<file path="config.mk">
export PLATFORM = sky130hd
export DESIGN_NAME = lbm_moment_div_ctrl
export DESIGN_NICKNAME = d
export VERILOG_FILES = /design/src/rtl/lbm_pkg.sv /design/src/rtl/lbm_moment_sum.sv /design/src/rtl/lbm_moment_div_ctrl.sv
export SDC_FILE = /design/constraint.sdc
export NUM_CORES = 2
export LEC_CHECK = 0
export CORE_MARGIN = 5
export CORE_UTILIZATION = 30
export DETAILED_ROUTE_END_ITERATION = 8
export DONT_BUFFER_PORTS = 1
export PLACE_DENSITY = 0.54
export SLEW_MARGIN = 20
export SYNTH_ARGS = -nofsm -noshare
export SYNTH_HDL_FRONTEND = slang
export SYNTH_SLANG_ARGS = --single-unit
</file>
<file path="constraint.sdc">
create_clock -name clk -period 22 [get_ports clk]
set_input_delay 2.2 -clock clk [delete_from_list [all_inputs] [get_ports clk]]
set_output_delay 2.2 -clock clk [all_outputs]
set_load 0.005 [all_outputs]
</file>
<file path="src/rtl/lbm_pkg.sv">
// Shared D2Q9 constants, saturation helper and FSM state type for the moment/divider stage.
package lbm_pkg;

   localparam int unsigned DirRest = 0;
   localparam int unsigned DirE    = 1;
   localparam int unsigned DirN    = 2;
   localparam int unsigned DirW    = 3;
   localparam int unsigned DirS    = 4;
   localparam int unsigned DirNe   = 5;
   localparam int unsigned DirNw   = 6;
   localparam int unsigned DirSw   = 7;
   localparam int unsigned DirSe   = 8;
   localparam int unsigned NumDirs = 9;

   typedef enum logic [2:0] {
      StIdle,
      StSum,
      StXs,
      StXw,
      StYs,
      StYw,
      StOut
   } lbm_state_e;

   // Clamp a sign-extended value into the signed range of a w-bit word (w <= 63).
   function automatic logic signed [63:0] saturate_w(input logic signed [63:0] v,
                                                     input int unsigned w);
      logic signed [63:0] hi;
      logic signed [63:0] lo;
      hi = (64'sd1 <<< (w - 1)) - 64'sd1;
      lo = -hi - 64'sd1;
      if (v > hi) return hi;
      else if (v < lo) return lo;
      else return v;
   endfunction

endpackage

</file>
<file path="src/rtl/lbm_moment_sum.sv">
// Combinational D2Q9 moment sums (rho, mx, my) with WIDTH+4-bit accumulation and
// saturation back to signed WIDTH.
module lbm_moment_sum
   import lbm_pkg::*;
#(
   parameter int unsigned WIDTH = 32
) (
   input  logic [NumDirs*WIDTH-1:0] f,
   output logic [WIDTH-1:0]         rho,
   output logic [WIDTH-1:0]         mx,
   output logic [WIDTH-1:0]         my
);

   localparam int unsigned SW = WIDTH + 4;

   logic signed [SW-1:0] fe [NumDirs];
   logic signed [SW-1:0] rho_w;
   logic signed [SW-1:0] mx_w;
   logic signed [SW-1:0] my_w;

   always_comb begin
      for (int i = 0; i < NumDirs; i++) begin
         fe[i] = {{4{f[i*WIDTH+WIDTH-1]}}, f[i*WIDTH +: WIDTH]};
      end
      rho_w = fe[DirRest] + fe[DirE] + fe[DirN] + fe[DirW] + fe[DirS]
            + fe[DirNe] + fe[DirNw] + fe[DirSw] + fe[DirSe];
      mx_w  = fe[DirE] + fe[DirNe] + fe[DirSe] - fe[DirW] - fe[DirNw] - fe[DirSw];
      my_w  = fe[DirN] + fe[DirNe] + fe[DirNw] - fe[DirS] - fe[DirSw] - fe[DirSe];
      rho   = WIDTH'(saturate_w(64'(rho_w), WIDTH));
      mx    = WIDTH'(saturate_w(64'(mx_w), WIDTH));
      my    = WIDTH'(saturate_w(64'(my_w), WIDTH));
   end

endmodule

</file>
<file path="src/rtl/lbm_moment_div_ctrl.sv">
// D2Q9 moment stage: sums one node, drives ux=mx/rho then uy=my/rho through an external
// start/busy/valid divider. Define LBM_MOM_SAT_EN to saturate faulted quotients instead of 0.
module lbm_moment_div_ctrl
   import lbm_pkg::*;
#(
   parameter int unsigned WIDTH = 32,
   parameter int unsigned FBITS = 24
) (
   input  logic                     clk,
   input  logic                     rst,
   input  logic                     in_valid,
   output logic                     in_ready,
   input  logic [NumDirs*WIDTH-1:0] f_in,
   output logic                     out_valid,
   input  logic                     out_ready,
   output logic [WIDTH-1:0]         rho_out,
   output logic [WIDTH-1:0]         ux_out,
   output logic [WIDTH-1:0]         uy_out,
   output logic [1:0]               err_out,
   output logic                     div_start,
   output logic [WIDTH-1:0]         div_x,
   output logic [WIDTH-1:0]         div_y,
   input  logic                     div_busy,
   input  logic                     div_valid,
   input  logic                     div_dbz,
   input  logic                     div_ovf,
   input  logic [WIDTH-1:0]         div_q
);

   if (FBITS >= WIDTH) begin : g_fbits_chk
      $error("FBITS must be smaller than WIDTH");
   end

   lbm_state_e               state_q;
   logic [NumDirs*WIDTH-1:0] f_q;
   logic [WIDTH-1:0]         rho_q, ux_q, uy_q, my_q;
   logic [WIDTH-1:0]         div_x_q, div_y_q;
   logic [1:0]               err_q;
   logic                     in_ready_q, out_valid_q, div_start_q;
   logic [WIDTH-1:0]         rho_s, mx_s, my_s;
   logic [WIDTH-1:0]         fault_v;
   logic                     div_done;

   lbm_moment_sum #(
      .WIDTH(WIDTH)
   ) u_sum (
      .f  (f_q),
      .rho(rho_s),
      .mx (mx_s),
      .my (my_s)
   );

   assign div_done = div_valid | div_dbz | div_ovf;

   // Quotient substituted when the divider flags a fault; div_x_q is the live numerator.
   always_comb begin
      fault_v = '0;
`ifdef LBM_MOM_SAT_EN
      if (div_dbz && (div_x_q == '0)) fault_v = '0;
      else if (!div_x_q[WIDTH-1])     fault_v = {1'b0, {(WIDTH-1){1'b1}}};
      else                            fault_v = {1'b1, {(WIDTH-1){1'b0}}};
`endif
   end

   always_ff @(posedge clk or posedge rst) begin
      if (rst) begin
         state_q     <= StIdle;
         f_q         <= '0;
         rho_q       <= '0;
         ux_q        <= '0;
         uy_q        <= '0;
         my_q        <= '0;
         div_x_q     <= '0;
         div_y_q     <= '0;
         err_q       <= '0;
         in_ready_q  <= 1'b1;
         out_valid_q <= 1'b0;
         div_start_q <= 1'b0;
      end else begin
         div_start_q <= 1'b0;
         unique case (state_q)
            StIdle: begin
               if (in_valid) begin
                  f_q        <= f_in;
                  err_q      <= '0;
                  in_ready_q <= 1'b0;
                  state_q    <= StSum;
               end
            end
            StSum: begin
               rho_q <= rho_s;
               my_q  <= my_s;
               // Hold off while a divider op abandoned by reset is still draining.
               if (!div_busy) begin
                  div_x_q     <= mx_s;
                  div_y_q     <= rho_s;
                  div_start_q <= 1'b1;
                  state_q     <= StXs;
               end
            end
            StXs: state_q <= StXw;
            StXw: begin
               if (div_done) begin
                  ux_q        <= (div_dbz | div_ovf) ? fault_v : div_q;
                  err_q       <= err_q | {div_ovf, div_dbz};
                  div_x_q     <= my_q;
                  div_start_q <= 1'b1;
                  state_q     <= StYs;
               end
            end
            StYs: state_q <= StYw;
            StYw: begin
               if (div_done) begin
                  uy_q        <= (div_dbz | div_ovf) ? fault_v : div_q;
                  err_q       <= err_q | {div_ovf, div_dbz};
                  out_valid_q <= 1'b1;
                  state_q     <= StOut;
               end
            end
            StOut: begin
               if (out_ready) begin
                  out_valid_q <= 1'b0;
                  in_ready_q  <= 1'b1;
                  state_q     <= StIdle;
               end
            end
            default: state_q <= StIdle;
         endcase
      end
   end

   assign in_ready  = in_ready_q;
   assign out_valid = out_valid_q;
   assign rho_out   = rho_q;
   assign ux_out    = ux_q;
   assign uy_out    = uy_q;
   assign err_out   = err_q;
   assign div_start = div_start_q;
   assign div_x     = div_x_q;
   assign div_y     = div_y_q;

endmodule

</file>
==> reports/metrics.yaml <==
cts_tree: "yes"
post-route-period-util: 0.374
place.gp.congestion: 0.889
htree_levels: 2
hpwl_um: 105000
hp-class: "register to register"
worstReg2RegEnd: "div_y[28]"
slew_headroom: 0.249
timing.reg2reg.setup_slack_ns: 13.77
grt_pass1_vias: 28300
yosysSeqAreaShare: 0.322
synth_top_area_cell: "dfrtp_1"
post-route-drc-count: 0
clkTransAtPathRegs_ns: 0.06
async_flop_share: 1.00
netlist_area_mm2: 0.0379
min_to: "my_q[31]"
worstPathArrival_ns: 8.70
fp-row-count: 130
synth_commonest_cells: "487 x dfrtp_1, 468 x inv_1, 448 x nand2_1"
dr.pass1.iters: 5
antenna_found_initial: 50
holdPathStages: 2
startpoint_type: "register"
layoutNonFillerInstCount: 5479
detail_route.wl_per_cell_um: 23.1
core_mm2: 0.126
dp_cells: 5339
vias: 27400
holdWs_ns: 0.496
worstPathMaxFanout: 48
rsz0062_at_grt: "no"
r2r-start: "f_q[1]"
required_ns: 22.47
finClkSkew_ns: 0.0227
grt_pass1_wl_um: 187000
hold_buffers: 0
worst_pin_slew_ns: 1.12
postCtsSetupRepairBufs: 0
die_width_um: 366
viasPerCell: 5.00
critPathKind: "register to register"
rr_worst_depth: 24
cts_buffers: 58
setup_viol: 0
max_clock_freq_mhz: 122
fp.dieH_um: 366
clk_path_buf_depth: 3
synth_top_area_share: 0.321
fin_nets: 4676
grt_usage: 0.186
cts_sinks: 488
clk_latency_ns: 0.67
wl_um: 127000
final_cell_area_mm2: 0.0418
period_needed_ns: 8.23
synth_edf_count: 0
antenna_left: 0
ioPinCount: 493
grt_max_degree: 143
hold_viol_final: 0
syn_area_per_cell_um2: 9.99
fp.dieArea_mm2: 0.134
crit_path_end_kind: "register"
synth_cells: 3797
numPortBuffers: 0
start_util: 0.302
place_area_mm2: 0.0397
synth-seq-cells: 488
cts-resized-gates: 0
yosysUniqueCellTypes: 87
yosysWarnings: 0
yosysMostFrequentCell: "dfrtp_1"
initialDrtViolationCount: 1785
syn_nets: 4724
layout-drive-gt1-share: 0.0901
area_growth_syn_to_layout_pct: 10.1
cap_violations: 0
status: "completed"
slew_violations: 0
finalSetupTns_ns: 0
synth_area_leaders: "dfrtp_1 32%, fa_1 21%, ha_1 6.8%, mux2_2 5.1%, inv_1 4.6%"
grt_overflow: 0
clockRootBuffer: "clkbuf_16"
min_from: "my_q[31]"
synthFlopType: "dfrtp_1"
[cell type report]
class | count | area [um^2]
fillers | 12800 | 83800
multi-input cells | 2708 | 23400
flip-flops and latches | 488 | 12200
well taps | 1650 | 2060
inverters | 468 | 1760
clock buffers | 79 | 1660
clock inverters | 27 | 345
repair buffers | 25 | 200
diodes | 34 | 85.1
[kinds of logic after synthesis]
| family | count (synthesis) | synth area share |
|---|---|---|
| compound gates | 922 | 0.151 |
| simple gates | 835 | 0.0974 |
| buf+inv | 601 | 0.0618 |
| fa+ha+maj | 599 | 0.275 |
| flops | 488 | 0.322 |
| xor+xnor | 176 | 0.0406 |
| mux | 176 | 0.0521 |
[worst max path at each step]
stage | from | cells after the start | slack, ns | to
final | f_q[1] | 24 | 13.77 | div_y[28]
after global routing | f_q[32] | 24 | 13.37 | div_y[28]
after CTS | f_q[32] | 24 | 13.86 | rho_out[5]
after detailed placement | f_q[1] | 24 | 13.87 | div_y[28]
after global placement | f_q[1] | 24 | 14.03 | div_y[27]
after floorplan | rst | 1 | 6.18 | div_start
[metrics by stage]
step	utilization	setup WS, ns
6_report	0.332	13.77
3_5_place_dp	0.316	13.87
5_1_grt	0.332	13.37
4_1_cts	0.332	13.86
3_3_place_gp	0.316	14.03
2_1_floorplan	-	6.18
[routing by layer]
layer / share of wire / wire length, um / vias up / GRT usage
li1: - / - / 12700 / -
met1: 0.41 / 51300 / 13800 / 0.231
met2: 0.48 / 61400 / 648 / 0.315
met3: 0.081 / 10300 / 177 / 0.0601
met4: 0.026 / 3350 / 40 / 0.0473
met5: 0.0020 / 256 / - / 0
[sequential cells by signal, summed over array words and instances (netlist names)]
register and flops:
f_q 288, div_x 32, div_y 32, my_q 32, rho_out 32, ux_out 32
uy_out 32, state_q 3, err_out 2, div_start 1, in_ready 1, out_valid 1
[cell usage in the layout, fill, tap and decap left out, drive strengths merged, types with 52 or more instances in the layout]
| master | count |
|---|---|
| ha | 207 |
| dfrtp | 487 |
| o311ai | 52 |
| xor2 | 56 |
| xnor2 | 120 |
| mux2 | 172 |
| nand2 | 448 |
| a21oi | 241 |
| a21o | 89 |
| nor2 | 147 |
| o21ai | 341 |
| inv | 476 |
| fa | 392 |
| clkbuf | 79 |
[critical path: stages, from the launching register on]
cell      delay (ns)
dfrtp_1         0.39
fa_1            0.49
ha_1            0.23
fa_1            0.48
a21o_1          0.22
a21oi_1         0.30
o21ai_0         0.19
a21oi_1         0.62
o211ai_1        0.43
nand3_1         0.31
a31oi_1         0.16
a21o_1          0.21
a21oi_1         0.18
xnor2_1         0.21
fa_1            0.46
ha_1            0.43
and3_1          0.26
nand2_1         0.14
or3_1           0.41
o211ai_2        0.20
o221ai_1        0.18
xnor2_1         0.16
buf_4           0.20
nor2_4          0.87
o311ai_0        0.27
Power is not shown: default switching activity piles up to over one toggle a cycle in this logic, so the estimate is an artifact.
